### src/rtl/mem_split_sequencer.sv
// Byte-addressed load/store sequencer for a 64-bit word-addressed data memory.
// Requests that cross a word boundary become two back-to-back word accesses; loads are merged and zero-extended.
module mem_split_sequencer #(
  parameter int ADDR_W       = 32,
  parameter int LOAD_LATENCY = 1
) (
  input  logic              clk,
  input  logic              rst,
  input  logic              req_valid,
  output logic              req_ready,
  input  logic              req_we,
  input  logic [1:0]        req_bmd,
  input  logic [ADDR_W-1:0] req_addr,
  input  logic [63:0]       req_data,
  output logic [ADDR_W-4:0] mem_addr,
  output logic [7:0]        mem_we,
  output logic              mem_re,
  output logic [63:0]       mem_st_data,
  input  logic [63:0]       mem_ld_data,
  output logic              rsp_valid,
  output logic [63:0]       rsp_data,
  output logic              busy
);
  // state | meaning
  // IDLE  | ready for a request
  // ACC0  | first (or only) word access on the memory port
  // ACC1  | second word access of a split request
  // WAIT  | load data still in flight
  // RESP  | one-cycle load response
  typedef enum logic [2:0] {IDLE, ACC0, ACC1, WAIT, RESP} state_t;

  localparam int WA_W = ADDR_W - 3;

  state_t            state, state_nxt;
  logic              we_q, split_q;
  logic [2:0]        o_q, tmr;
  logic [7:0]        m_q;
  logic [WA_W-1:0]   w_q;
  logic [63:0]       data_q, lo_q, hi_q;

  logic [2:0]        req_o;
  logic [3:0]        req_n;
  logic [7:0]        req_m;
  logic              req_split;
  logic [15:0]       req_m_sh;
  logic [WA_W-1:0]   addr_nxt;
  logic [7:0]        we_nxt;
  logic              re_nxt;
  logic [63:0]       st_nxt, rsp_mask;

  assign req_o = req_addr[2:0];

  always_comb begin
    req_n = 4'd8;
    req_m = 8'hFF;
    case (req_bmd)
      2'd0:    begin req_n = 4'd1; req_m = 8'h01; end
      2'd1:    begin req_n = 4'd4; req_m = 8'h0F; end
      default: begin req_n = 4'd8; req_m = 8'hFF; end
    endcase
  end

  assign req_split = ({1'b0, req_o} + req_n) > 4'd8;
  assign req_m_sh  = {8'h00, req_m} << req_o;

  always_comb begin
    state_nxt = state;
    addr_nxt  = '0;
    we_nxt    = '0;
    re_nxt    = 1'b0;
    st_nxt    = '0;
    case (state)
      IDLE: if (req_valid) begin
        state_nxt = ACC0;
        addr_nxt  = req_addr[ADDR_W-1:3];
        if (req_we) begin
          we_nxt = req_m_sh[7:0];
          st_nxt = req_data << {req_o, 3'b000};
        end else begin
          re_nxt = 1'b1;
        end
      end
      ACC0: begin
        if (split_q) begin
          state_nxt = ACC1;
          addr_nxt  = w_q + WA_W'(1);
          if (we_q) begin
            we_nxt = m_q >> (4'd8 - {1'b0, o_q});
            st_nxt = data_q >> (7'd64 - {1'b0, o_q, 3'b000});
          end else begin
            re_nxt = 1'b1;
          end
        end else begin
          state_nxt = we_q ? IDLE : WAIT;
        end
      end
      ACC1: state_nxt = we_q ? IDLE : WAIT;
      WAIT: if (split_q ? (tmr == 3'd0) : (tmr == 3'd1)) state_nxt = RESP;
      RESP: state_nxt = IDLE;
      default: state_nxt = IDLE;
    endcase
  end

  // tmr counts down from accept; word 0 lands at tmr==1, word 1 at tmr==0
  always_ff @(posedge clk or posedge rst) begin
    if (rst) begin
      state       <= IDLE;
      mem_addr    <= '0;
      mem_we      <= '0;
      mem_re      <= 1'b0;
      mem_st_data <= '0;
      we_q        <= 1'b0;
      split_q     <= 1'b0;
      o_q         <= '0;
      m_q         <= '0;
      w_q         <= '0;
      data_q      <= '0;
      lo_q        <= '0;
      hi_q        <= '0;
      tmr         <= '0;
    end else begin
      state       <= state_nxt;
      mem_addr    <= addr_nxt;
      mem_we      <= we_nxt;
      mem_re      <= re_nxt;
      mem_st_data <= st_nxt;
      if (state == IDLE && req_valid) begin
        we_q    <= req_we;
        split_q <= req_split;
        o_q     <= req_o;
        m_q     <= req_m;
        w_q     <= req_addr[ADDR_W-1:3];
        data_q  <= req_data;
        lo_q    <= '0;
        hi_q    <= '0;
        tmr     <= 3'(LOAD_LATENCY + 1);
      end else if (tmr != 3'd0) begin
        tmr <= tmr - 3'd1;
      end
      if (!we_q && (state == ACC1 || state == WAIT) && tmr == 3'd1)
        lo_q <= mem_ld_data >> {o_q, 3'b000};
      if (!we_q && split_q && state == WAIT && tmr == 3'd0)
        hi_q <= mem_ld_data << (7'd64 - {1'b0, o_q, 3'b000});
    end
  end

  always_comb begin
    case (m_q)
      8'h01:   rsp_mask = 64'h0000_0000_0000_00FF;
      8'h0F:   rsp_mask = 64'h0000_0000_FFFF_FFFF;
      default: rsp_mask = '1;
    endcase
  end

  assign rsp_valid = (state == RESP);
  assign rsp_data  = rsp_valid ? ((lo_q | hi_q) & rsp_mask) : 64'h0;
  assign req_ready = (state == IDLE);
  assign busy      = ~req_ready;
endmodule

### config.mk
export PLATFORM = sky130hd
export DESIGN_NAME = mem_split_sequencer
export DESIGN_NICKNAME = d
export VERILOG_FILES = /design/src/rtl/mem_split_sequencer.sv
export SDC_FILE = /design/constraint.sdc
export NUM_CORES = 1
export LEC_CHECK = 0
export CAP_MARGIN = 20
export CORE_MARGIN = 2
export CORE_UTILIZATION = 49
export CTS_CLUSTER_SIZE = 28
export DETAILED_ROUTE_END_ITERATION = 6
export HOLD_SLACK_MARGIN = 0.15
export PLACE_DENSITY = 0.78
export SYNTH_ARGS = -nofsm -noshare
export SYNTH_HDL_FRONTEND = slang
export SYNTH_SLANG_ARGS = --single-unit
export TNS_END_PERCENT = 50
### constraint.sdc
create_clock -name clk -period 12.3 [get_ports clk]
set_input_delay 3.69 -clock clk [delete_from_list [all_inputs] [get_ports clk]]
set_output_delay 3.69 -clock clk [all_outputs]
set_load 0.05 [all_outputs]
; ---- Word-level counts from Yosys, hierarchy flattened
; Cells that the tools add are included.
[classes]
multipliers = 0
n_reduce_logical = 16
addsub = 5
bitwise = 3
n_shift = 6
magnitude_cmp = 1
n_mux = 33
div = 0
eq_ne = 10
[op_table]
columns = cell, n
row1 = $mux 64, 8
row2 = $pmux 64 s2, 2
row3 = $and 64x64->64, 1
row4 = $or 64x64->64, 1
row5 = $shl 64x6->64, 1
row6 = $shl 64x7->64, 1
row7 = $shr 64x6->64, 1
row8 = $shr 64x7->64, 1
row9 = $mux 29, 2
row10 = $pmux 29 s2, 1
row11 = $mux 8, 4
row12 = $pmux 8 s2, 2
row13 = $add 29x1->29 const B, 1
row14 = $mux 3, 4
row15 = $pmux 3 s4, 1
row16 = $eq 8x1->1 const B, 1
row17 = $eq 8x4->1 const B, 1
row18 = $pmux 4 s2, 1
row19 = $shl 8x3->8, 1
row20 = $shr 8x4->8, 1
row21 = $sub 7x6->7 const A, 1
row22 = $eq 3x1->1 const B, 2
row23 = $eq 3x2->1 const B, 2
row24 = $logic_and 1x1->1, 6
row25 = other kinds (18), 27
[word_totals]
rom_bits = 0
memories = 0
output_inout_bits = 169
ram_bits = 0
latch_bits = 0
ff_bits = 342

; ---- Depth between registers and ports, before layout
; Gate-level depths: netlist of the first run.
[logic_depth]
word_depth = 6
mapped_depth = 12
mapped_depth_nobuf = 7

; ---- Worst setup path before layout of the first run
; OpenSTA, ideal clock, no wires.
[synth_path]
kind = reg2out
startpoint = reg state[1]
endpoint = out rsp_data[33]
stages_incl_launch_ff = 7
setup_slack_ns = 6.363
t_arrival_ns = 2.247
required_ns = 8.610
cell_sequence = dfrtp_1 > buf_2 > nor3b_1 > buf_2 > nand2_1 > clkbuf_1 > nor2_1
[synth_between]
elab_chain_len = 2
[synth_rtl]
columns = element, line_no
row1 = from (decl), 34  ; state_t state, state_nxt;
row2 = from (signal assigned), 122  ; state <= state_nxt;
row3 = $eq 3x3->1, 155  ; assign rsp_valid = (state == RESP);
row4 = via rsp_valid, 20  ; output logic rsp_valid,
row5 = $mux 64, 156  ; assign rsp_data = rsp_valid ? ((lo_q | hi_q) & rsp_mask) : 64'h0;
row6 = to (decl), 21  ; output logic [63:0] rsp_data,
; The timed path passes the listed nets, and every way through them passes these cells.

; ---- Worst setup path in the final report of the first run
[layout_path]
startpoint = reg state[1]
endpoint = out rsp_data[26]
[layout_between]
elab_chain_len = 2
[layout_rtl]
columns = element, line_no
row1 = $eq 3x3->1, 155
row2 = $mux 64, 156
; No other way between the ends.

==> impl_metrics.tcl, run 1 <==
set metrics [dict create \
    cts_tree "yes" \
    io-pin-count 335 \
    fin_crit_ns 7.46 \
    slew_viol_final 0 \
    cts_resized 0 \
    max_stage_delay_ns 0.89 \
    synth_top_flop_cell "dfrtp_1" \
    drive_above_1_share_pct 8.90 \
    setup_viol 0 \
    synth_cell_types 62 \
    dp_hpwl_um 48800 \
    peakVddDrop_uv 242 \
    synth_fp_nets 2296 \
    pwr_density_cell_mw_per_mm2 244 \
    worstSkewPairLatency_ns 0.57 \
    maxSlewHeadroom_pct 18.6 \
    fin_nets 2537 \
    final_area_mm2 0.0243 \
    die-area_mm2 0.0411 \
    clockRootBuffer "clkbuf_16" \
    synth_seq_cells 337 \
    synth-seq-area-share_pct 43.6 \
    crit_chain "nor3b_2, o21a_1, o21a_1, clkdlybuf4s50_1" \
    start_kind "flop" \
    cap_violations 0 \
    antenna_found_initial 9 \
    io_buffers 334 \
    fp.coreArea_mm2 0.0388 \
    end_kind "primary output" \
    synth_top_area_share_pct 43.6 \
    grt_start_max_net_pins 186 \
    crit_slowest_cell "o21a_1" \
    fmax_mhz 134 \
    syn_avg_cell_area_um2 9.12 \
    required_ns 8.61 \
    first_global_vias 17900 \
    synthTopCellsByArea "dfrtp_1, nand2_1, mux4_2" \
    critical_path_arrival_ns 3.77 \
    stdcell_count 2916 \
    min_path_type "reg2reg" \
    chipHeight_um 203 \
    leakage_nw 10.5 \
    async_flop_share_pct 100 \
    fin_crit_sh_pct 60.7 \
    wirelength_um 70800 \
    failed_checks "DRC" \
    synth_area_mm2 0.0194 \
    track_usage_pct 34.3 \
    hold_buffers 0 \
    grt_overflow 0 \
    finalSetupTns_ns 0 \
    numPlacedInstances 2837 \
    clk_pin_slew_ns 0.06 \
    drc_errors 7 \
    place.gp.congestion 0.965 \
    drtPass1Iterations 7 \
    tightestPinTransition_ns 1.22 \
    synth-edff-count 0 \
    drtAntennaViolNets 0 \
    grt_pass1_wl_um 108000 \
    drtIter0Drc 2250 \
    ys.warnings.count 0 \
    cts_sinks 337 \
    synth_top_area_cell "dfrtp_1" \
    numCtsBuffers 40 \
    cts.path.max_buffers 3 \
    synth_cells 2122 \
    post-cts-setup-buffers 0 \
    dr_total_vias 18400 \
    cts.htree.levels 2 \
    std_cell_rows 72 \
    routed_via_density 6.29 \
    rsz0062_at_grt "false" \
    hold_viol_final 0 \
    final.setup_skew_ns 0.0211 \
    status "complete, but fails checks" \
    area_delta_synth_final_pct 25.5 \
    start_util_pct 49.8 \
    fp.dieW_um 203 \
    placed_cell_area_mm2 0.0229 \
    critPathKind "reg2out" \
    final_util_pct 62.5 \
    crit_path_max_fanout 24 \
    crit_path_frequent_cell "o21a_1" \
    wl_per_cell_um 24.3 \
]
## routing by layer
metal  vias to the layer above  wire length [um]  global-route usage (%)
li1                       8053                 -                       -
met1                      8910             28300                    47.9
met2                      1173             31300                    51.9
met3                       208              8100                    8.01
met4                         8              3020                    13.4
met5                         -                57                       0
## logic make-up (layout without fill, tap and decap cells)
| logic type | after synthesis | count (layout) | synth area share, % |
|---|---|---|---|
| flip-flops | 337 | 337 | 43.6 |
| buffers and inverters | 180 | 451 | 3.97 |
| adder cells (fa/ha/maj) | 8 | 8 | 0.517 |
| AND/OR/NAND/NOR | 810 | 810 | 18.0 |
| AO/OA/AOI/OAI | 545 | 545 | 17.8 |
| XOR/XNOR | 32 | 32 | 1.45 |
| multiplexers | 210 | 210 | 14.7 |
| other | 0 | 5 | 0 |
## sequential cells by signal, indices dropped and copies added (netlist names)
signal and cells:
data_q 64, hi_q 64, lo_q 64, mem_st_data 64, mem_addr 29, w_q 29
mem_we 8, m_q 3, o_q 3, state 3, tmr 3, mem_re 1
split_q 1, we_q 1
## Yosys cell counts, drive strengths merged, types with 2 or more instances
| cell | n |
|---|---|
| a211oi | 68 |
| a21o | 5 |
| a21oi | 82 |
| a221o | 7 |
| a22o | 15 |
| a22oi | 12 |
| a2bb2oi | 4 |
| a31o | 5 |
| a31oi | 33 |
| a32o | 12 |
| and2 | 10 |
| and3 | 17 |
| buf | 66 |
| clkbuf | 101 |
| dfrtp | 337 |
| ha | 8 |
| inv | 12 |
| mux2 | 33 |
| mux2i | 121 |
| mux4 | 56 |
| nand2 | 494 |
| nand2b | 8 |
| nand3 | 46 |
| nand4 | 16 |
| nor2 | 145 |
| nor2b | 43 |
| nor3 | 13 |
| nor4 | 4 |
| o211ai | 3 |
| o21a | 39 |
| o21ai | 196 |
| o221ai | 5 |
| o22ai | 29 |
| o2bb2ai | 14 |
| o311ai | 4 |
| o31a | 5 |
| o31ai | 2 |
| o32ai | 2 |
| or2 | 2 |
| or3 | 2 |
| or4 | 2 |
| xnor2 | 8 |
| xor2 | 24 |
## final cells by class
type / instances / area (um^2)
fillers: 3191 / 14500
multi-input cells: 1605 / 10200
flip-flops and latches: 337 / 8440
repair buffers: 366 / 3630
clock buffers: 60 / 1180
well taps: 518 / 648
clock inverters: 12 / 101
inverters: 13 / 52.6
diodes: 5 / 12.5
## layout by cell type (no fill, tap or decap), types with 45 or more instances in the layout
cell,n
nand3_1,45
a211oi_1,68
dfrtp_1,335
nand2_1,494
mux2i_1,121
o21ai_0,190
nor2_1,140
clkdlybuf4s50_1,332
a21oi_1,82
mux4_2,56
## per-stage QoR
stage | power [mW] | hold slack (ns) | setup slack [ns]
6_report | 5.93 | 0.474 | 4.84
3_3_place_gp | 4.62 | 0.454 | 5.24
5_1_grt | 6.24 | 0.491 | 4.71
4_1_cts | 5.85 | 0.478 | 4.57
3_5_place_dp | 4.67 | 0.463 | 5.16
2_1_floorplan | 3.74 | 0.439 | 4.11
## worst paths after layout
| check | from | end | slack [ns] | cells past startpoint |
|---|---|---|---|---|
| max reg2reg | o_q[0]$_DFFE_PP0P_ | hi_q[20]$_DFFE_PP0P_ | 7.50 | 7 |
| max in group asynchronous | rst | o_q[0]$_DFFE_PP0P_ | 6.42 | 4 |
| min in group asynchronous | rst | mem_addr[25]$_DFF_PP0_ | 3.64 | 2 |
| min reg2reg | data_q[5]$_DFFE_PP0P_ | data_q[5]$_DFFE_PP0P_ | 0.47 | 2 |
| min | data_q[5]$_DFFE_PP0P_ | data_q[5]$_DFFE_PP0P_ | 0.47 | 2 |
| max | state[1]$_DFFE_PP0P_ | rsp_data[26] | 4.84 | 4 |
## worst max-delay path, delay by kind of cell (launching register included)
family	cells	cell delay, ns
simple gates	1	0.71
flops	1	0.53
compound gates	2	1.14
buf+inv	1	0.82
## where the power goes
group | switching [mW] | total (mW) | leakage (nW) | internal (mW)
logic | 1.93 | 3.00 | 5.36 | 1.08
registers | 0.319 | 1.76 | 4.49 | 1.44
clock network | 0.487 | 1.17 | 0.627 | 0.684
No activity file was read; power rests on OpenSTA's default activity.
==> run 2, diff against run 1 <==
==> constraint.sdc (replaced) <==
create_clock -name clk -period 6.3 [get_ports clk]
set_input_delay 1.89 -clock clk [delete_from_list [all_inputs] [get_ports clk]]
set_output_delay 1.89 -clock clk [all_outputs]
set_load 0.05 [all_outputs]
==> run 2 against run 1 <==
  * The run still ends with DRC left
  * Sequential power grew 93%
  * First-iteration DRC count shrank 7.2%
  * Via count grew 0.42%
  * Register-to-register slack lost 5.0 ns
  * Total power grew 99%
  * Clock skew grew 0.0036 ns
  * Global-route usage shrank 0.37 points
  * Critical path type unchanged
==> impl_metrics.tcl, run 2 (synthesized netlist as in run 1, its figures left out) <==
set metrics [dict create \
    status "complete, but fails checks" \
    failed_checks "DRC" \
    io_buffers 334 \
    area_delta_synth_final_pct 26.4 \
    final.setup_skew_ns 0.0248 \
    dp_hpwl_um 48900 \
    fin_crit_ns 5.65 \
    fp.dieW_um 203 \
    routed_via_density 6.31 \
    setup_ws_ns 0.653 \
    dpl_worst_slack_ns 0.914 \
    drtAntennaViolNets 0 \
    std_cell_rows 72 \
    critPathKind "reg2out" \
    post-cts-setup-buffers 0 \
    first_global_vias 17800 \
    cts.path.max_buffers 3 \
    cts_tree "yes" \
    drtIter0Drc 2089 \
    slew_viol_final 0 \
    track_usage_pct 33.9 \
    place.gp.congestion 1.00 \
    crit_buf_inv 1 \
    required_ns 4.41 \
    grt_start_max_net_pins 116 \
    io-pin-count 335 \
    grt_overflow 0 \
    dr_total_vias 18400 \
    cap_violations 0 \
    cts_resized 0 \
    crit_slowest_cell "o21a_1" \
    fin_nets 2540 \
    hold_viol_final 0 \
    top_usage_layer "met2" \
    max_stage_delay_ns 0.86 \
    setup_viol 0 \
    end_kind "primary output" \
    worstSkewPairLatency_ns 0.57 \
    hold_buffers 0 \
    r2r_setup_slack_ns 2.51 \
    maxSlewHeadroom_pct 14.5 \
    globalRouteMet2Util_pct 50.7 \
    fmax_mhz 177 \
    cts.htree.levels 2 \
    drtPass1Iterations 7 \
    min_path_type "reg2reg" \
    numPlacedInstances 2841 \
    cpLargestDelayFamily "compound AO/OA/AOI/OAI gates" \
    drive_above_1_share_pct 9.22 \
    start_util_pct 49.8 \
    hp-start "hi_q[45]$_DFFE_PP0P_" \
    pwr_density_cell_mw_per_mm2 483 \
    finalSetupTns_ns 0 \
    crit_chain "nor3b_2, o21a_1, o21a_1, clkdlybuf4s50_1" \
    chipHeight_um 203 \
    peakVddDrop_uv 376 \
    layout_common_cells "nand2_1, dfrtp_1, clkdlybuf4s50_1" \
    drc_errors 2 \
    crit_path_frequent_cell "o21a_1" \
    reg2reg_to "mem_st_data[51]$_DFF_PP0_" \
    layout_commonest_cell "nand2_1" \
    cts_sinks 337 \
    wirelength_um 70500 \
    die-area_mm2 0.0411 \
    grtUsageMet1_pct 46.9 \
    fin_crit_sh_pct 89.6 \
    fp.coreArea_mm2 0.0388 \
    clk_pin_slew_ns 0.06 \
    grt_pass1_wl_um 107000 \
    r2r-start "o_q[0]$_DFFE_PP0P_" \
    critical_path_arrival_ns 3.76 \
    clockRootBuffer "clkbuf_16" \
    leakage_nw 10.6 \
    wl_per_cell_um 24.1 \
    antenna_found_initial 10 \
    met3_usage_pct 9.21 \
    tightestPinTransition_ns 1.28 \
    start_kind "flop" \
    crit_path_max_fanout 24 \
    total_power_mw 11.8 \
    worst-r2r-cell-count 5 \
    hold_path_end "hi_q[45]$_DFFE_PP0P_" \
    stdcell_count 2921 \
    numCtsBuffers 39 \
    min_path_cells 2 \
    rsz0062_at_grt "false" \
]
==> run 2: cell count changes in the layout (fill, tap and decap cells not counted), sizes merged <==
cell    before  now
buf         34   38
bufinv       1    4
clkinv       7    5
clkbuf      60   59
diode        5    6
==> run 2: worst max-delay path by stage <==
stage / startpoint / end / slack (ns) / cells after the start
after floorplan: rst / data_q[0]$_DFFE_PP0P_ / -0.09 / 1
after global placement: state[1]$_DFFE_PP0P_ / rsp_data[54] / 1.00 / 4
after detailed placement: state[1]$_DFFE_PP0P_ / rsp_data[54] / 0.91 / 4
after CTS: state[1]$_DFFE_PP0P_ / rsp_data[54] / 0.33 / 4
after global routing: state[2]$_DFFE_PP0P_ / rsp_data[31] / 0.58 / 4
final: state[1]$_DFFE_PP0P_ / rsp_data[26] / 0.65 / 4
==> run 2: through the flow <==
stage          area [um^2]  hold slack, ns  utilization (%)
2_1_floorplan        19400           0.439                -
3_3_place_gp         23000           0.454             59.2
3_5_place_dp         23000           0.459             59.3
4_1_cts              24400           0.478             62.9
5_1_grt              24500           0.510             63.0
6_report             24500           0.475             63.0
==> run 2: layer usage <==
metal / routed length [um] / vias up
met2: 31500 / 1178
met3: 8090 / 180
met5: 29 / -
li1: - / 8058
met1: 28300 / 9009
met4: 2620 / 4
==> run 2: tightest hold or removal path: stages, from the launching register on <==
cell and delay, ns:
dfrtp_1 0.34, nand2_1 0.05, nand2_1 0.05
==> run 2: power by group <==
group / internal [mW] / switching (mW)
combinational: 2.16 / 3.82
clock: 1.47 / 0.972
sequential: 2.81 / 0.574
==> run 2: cell type report <==
type	instances	area, um^2
fillers	3173	14400
well taps	518	648
inverters	13	52.6
clock inverters	13	204
flip-flops and latches	337	8440
multi-input cells	1605	10200
clock buffers	59	1180
repair buffers	370	3700
diodes	6	15.0
==> run 3, diff against run 2 <==
--- a/config.mk
+++ b/config.mk
@@ -7,11 +7,11 @@
 export LEC_CHECK = 0
 export CAP_MARGIN = 20
 export CORE_MARGIN = 2
-export CORE_UTILIZATION = 49
-export CTS_CLUSTER_SIZE = 28
+export CORE_UTILIZATION = 50
+export CTS_BUF_LIST = sky130_fd_sc_hd__clkbuf_2 sky130_fd_sc_hd__clkbuf_4 sky130_fd_sc_hd__clkbuf_8
 export DETAILED_ROUTE_END_ITERATION = 6
 export HOLD_SLACK_MARGIN = 0.15
-export PLACE_DENSITY = 0.78
+export PLACE_DENSITY = 0.79
 export SYNTH_ARGS = -nofsm -noshare
 export SYNTH_HDL_FRONTEND = slang
 export SYNTH_SLANG_ARGS = --single-unit
==> run 3 against run 2 <==
  * The run now ends clean
  * First-iteration DRC count is 14% higher
  * Clock power is 8% lower
  * Critical path depth is 1 higher
  * Total power is 2.1% lower
  * Count of clock-buffer cells in the layout is 33 higher
  * Setup slack better by 0.27 ns
==> impl_metrics.tcl, run 3 (synthesized netlist as in run 1, its figures left out) <==
set metrics [dict create \
    track_usage_pct 35.0 \
    routed_via_density 6.31 \
    cts_tree "yes" \
    layout_common_cells "nand2_1, dfrtp_1, clkdlybuf4s50_1" \
    critical_path_arrival_ns 3.49 \
    drtPass1Iterations 6 \
    fin_crit_sh_pct 85.4 \
    min_path_type "reg2reg" \
    grt_start_max_net_pins 113 \
    cpLargestDelayFamily "buffers and inverters" \
    numCtsBuffers 59 \
    crit_chain "nor3b_2, buf_4, o21a_1, o21a_1, clkdlybuf4s50_1" \
    crit_slowest_cell "clkdlybuf4s50_1" \
    clk_pin_slew_ns 0.06 \
    grt_overflow 0 \
    place.gp.congestion 0.992 \
    slew_viol_final 0 \
    grt_pass1_wl_um 108000 \
    area_delta_synth_final_pct 25.7 \
    finalSetupTns_ns 0 \
    cap_violations 0 \
    fin_nets 2559 \
    io-pin-count 335 \
    dr_total_vias 18600 \
    fmax_mhz 186 \
    clockRootBuffer "clkbuf_8" \
    fill_cells 3205 \
    hold_path_end "hi_q[44]$_DFFE_PP0P_" \
    post-cts-setup-buffers 0 \
    rsz0062_at_grt "false" \
    end_kind "primary output" \
    reg2reg_to "mem_st_data[55]$_DFF_PP0_" \
    start_util_pct 50.3 \
    final_util_pct 63.3 \
    dp_hpwl_um 49200 \
    io_buffers 334 \
    hold_slack_ns 0.475 \
    first_global_vias 18100 \
    worst-r2r-cell-count 7 \
    cts.htree.levels 2 \
    drtIter0Drc 2385 \
    peakVddDrop_uv 450 \
    crit_buf_inv 2 \
    cts.path.max_buffers 3 \
    drc_errors 0 \
    min_path_cells 2 \
    fp.dieW_um 201 \
    r2r-start "o_q[0]$_DFFE_PP0P_" \
    status "complete, no violations" \
    fin_crit_ns 5.38 \
    drtAntennaViolNets 0 \
    pwr_density_cell_mw_per_mm2 475 \
    chipHeight_um 201 \
    hp-start "hi_q[44]$_DFFE_PP0P_" \
    hold_buffers 0 \
    critPathKind "reg2out" \
    wl_per_cell_um 24.2 \
    die-area_mm2 0.0403 \
    r2r_setup_slack_ns 2.09 \
    crit_path_frequent_cell "o21a_1" \
    tightestPinTransition_ns 1.14 \
    required_ns 4.41 \
    leakage_nw 10.6 \
    hold_viol_final 0 \
    cts_sinks 337 \
    cts_resized 0 \
    crit_path_max_fanout 24 \
    antenna_found_initial 8 \
    final.setup_skew_ns 0.0262 \
    worstSkewPairLatency_ns 0.68 \
    fp.coreArea_mm2 0.0385 \
    setup_viol 0 \
    std_cell_rows 72 \
    drive_above_1_share_pct 10.9 \
    max_stage_delay_ns 0.81 \
    layout_commonest_cell "nand2_1" \
    start_kind "flop" \
    maxSlewHeadroom_pct 23.4 \
    wirelength_um 71500 \
]
run 3: changes by cell type in the layout (fill, tap and decap cells not counted), moves of 2 or more:
cell       delta
bufinv_16     -2
clkinv_2      +8
buf_16        -2
diode_2       -3
clkbuf_1      -7
clkbuf_8     +66
buf_4         +3
clkbuf_4     +13
clkbuf_16    -39
inv_16        -2
run 3: power breakdown:
group          switching [mW]  internal, mW
Sequential              0.616          2.81
Combinational            3.77          2.11
Clock                   0.973          1.28
Total                    5.36          6.20
run 3: area by class of cell:
cell class | count | area [um^2] | area share (%)
diodes | 3 | 7.51 | 0.0309
clock buffers | 92 | 1180 | 4.87
clock inverters | 16 | 136 | 0.561
inverters | 13 | 52.6 | 0.216
multi-input cells | 1605 | 10200 | 42.0
flip-flops and latches | 337 | 8440 | 34.7
well taps | 518 | 648 | 2.66
repair buffers | 369 | 3640 | 14.9
run 3: routing by layer:
| layer | GRT usage, % | up-vias | wire length, um |
|---|---|---|---|
| li1 | - | 8096 | - |
| met2 | 52.5 | 1214 | 31400 |
| met1 | 48.0 | 9079 | 28500 |
| met5 | 0 | - | 69 |
| met3 | 9.79 | 248 | 8300 |
| met4 | 14.6 | 10 | 3200 |
run 3: worst max path at each step:
| stage | startpoint | endpoint | cells past startpoint |
|---|---|---|---|
| 2_1_floorplan | rst | data_q[0]$_DFFE_PP0P_ | 1 |
| 3_3_place_gp | state[1]$_DFFE_PP0P_ | rsp_data[8] | 5 |
| 3_5_place_dp | state[1]$_DFFE_PP0P_ | rsp_data[14] | 5 |
| 4_1_cts | state[1]$_DFFE_PP0P_ | rsp_data[14] | 5 |
| 5_1_grt | state[1]$_DFFE_PP0P_ | rsp_data[26] | 5 |
| 6_report | state[1]$_DFFE_PP0P_ | rsp_data[14] | 5 |
run 3: metrics by stage:
| stage | instances | area [um^2] | power (mW) | worst slack [ns] |
|---|---|---|---|---|
| 2_1_floorplan | 2122 | 19400 | 7.30 | -0.0946 |
| 3_3_place_gp | 2842 | 23000 | 9.03 | 1.77 |
| 3_5_place_dp | 2842 | 23000 | 9.13 | 1.66 |
| 4_1_cts | 2950 | 24300 | 11.4 | 0.927 |
| 5_1_grt | 2953 | 24300 | 12.1 | 0.817 |
| 6_report | 2953 | 24300 | 11.6 | 0.921 |
run 3: tightest hold or removal path: cells and delay by family, from the launching register on:
family | cells | cell delay [ns]
DFF | 1 | 0.34
and+or+nand+nor | 2 | 0.10
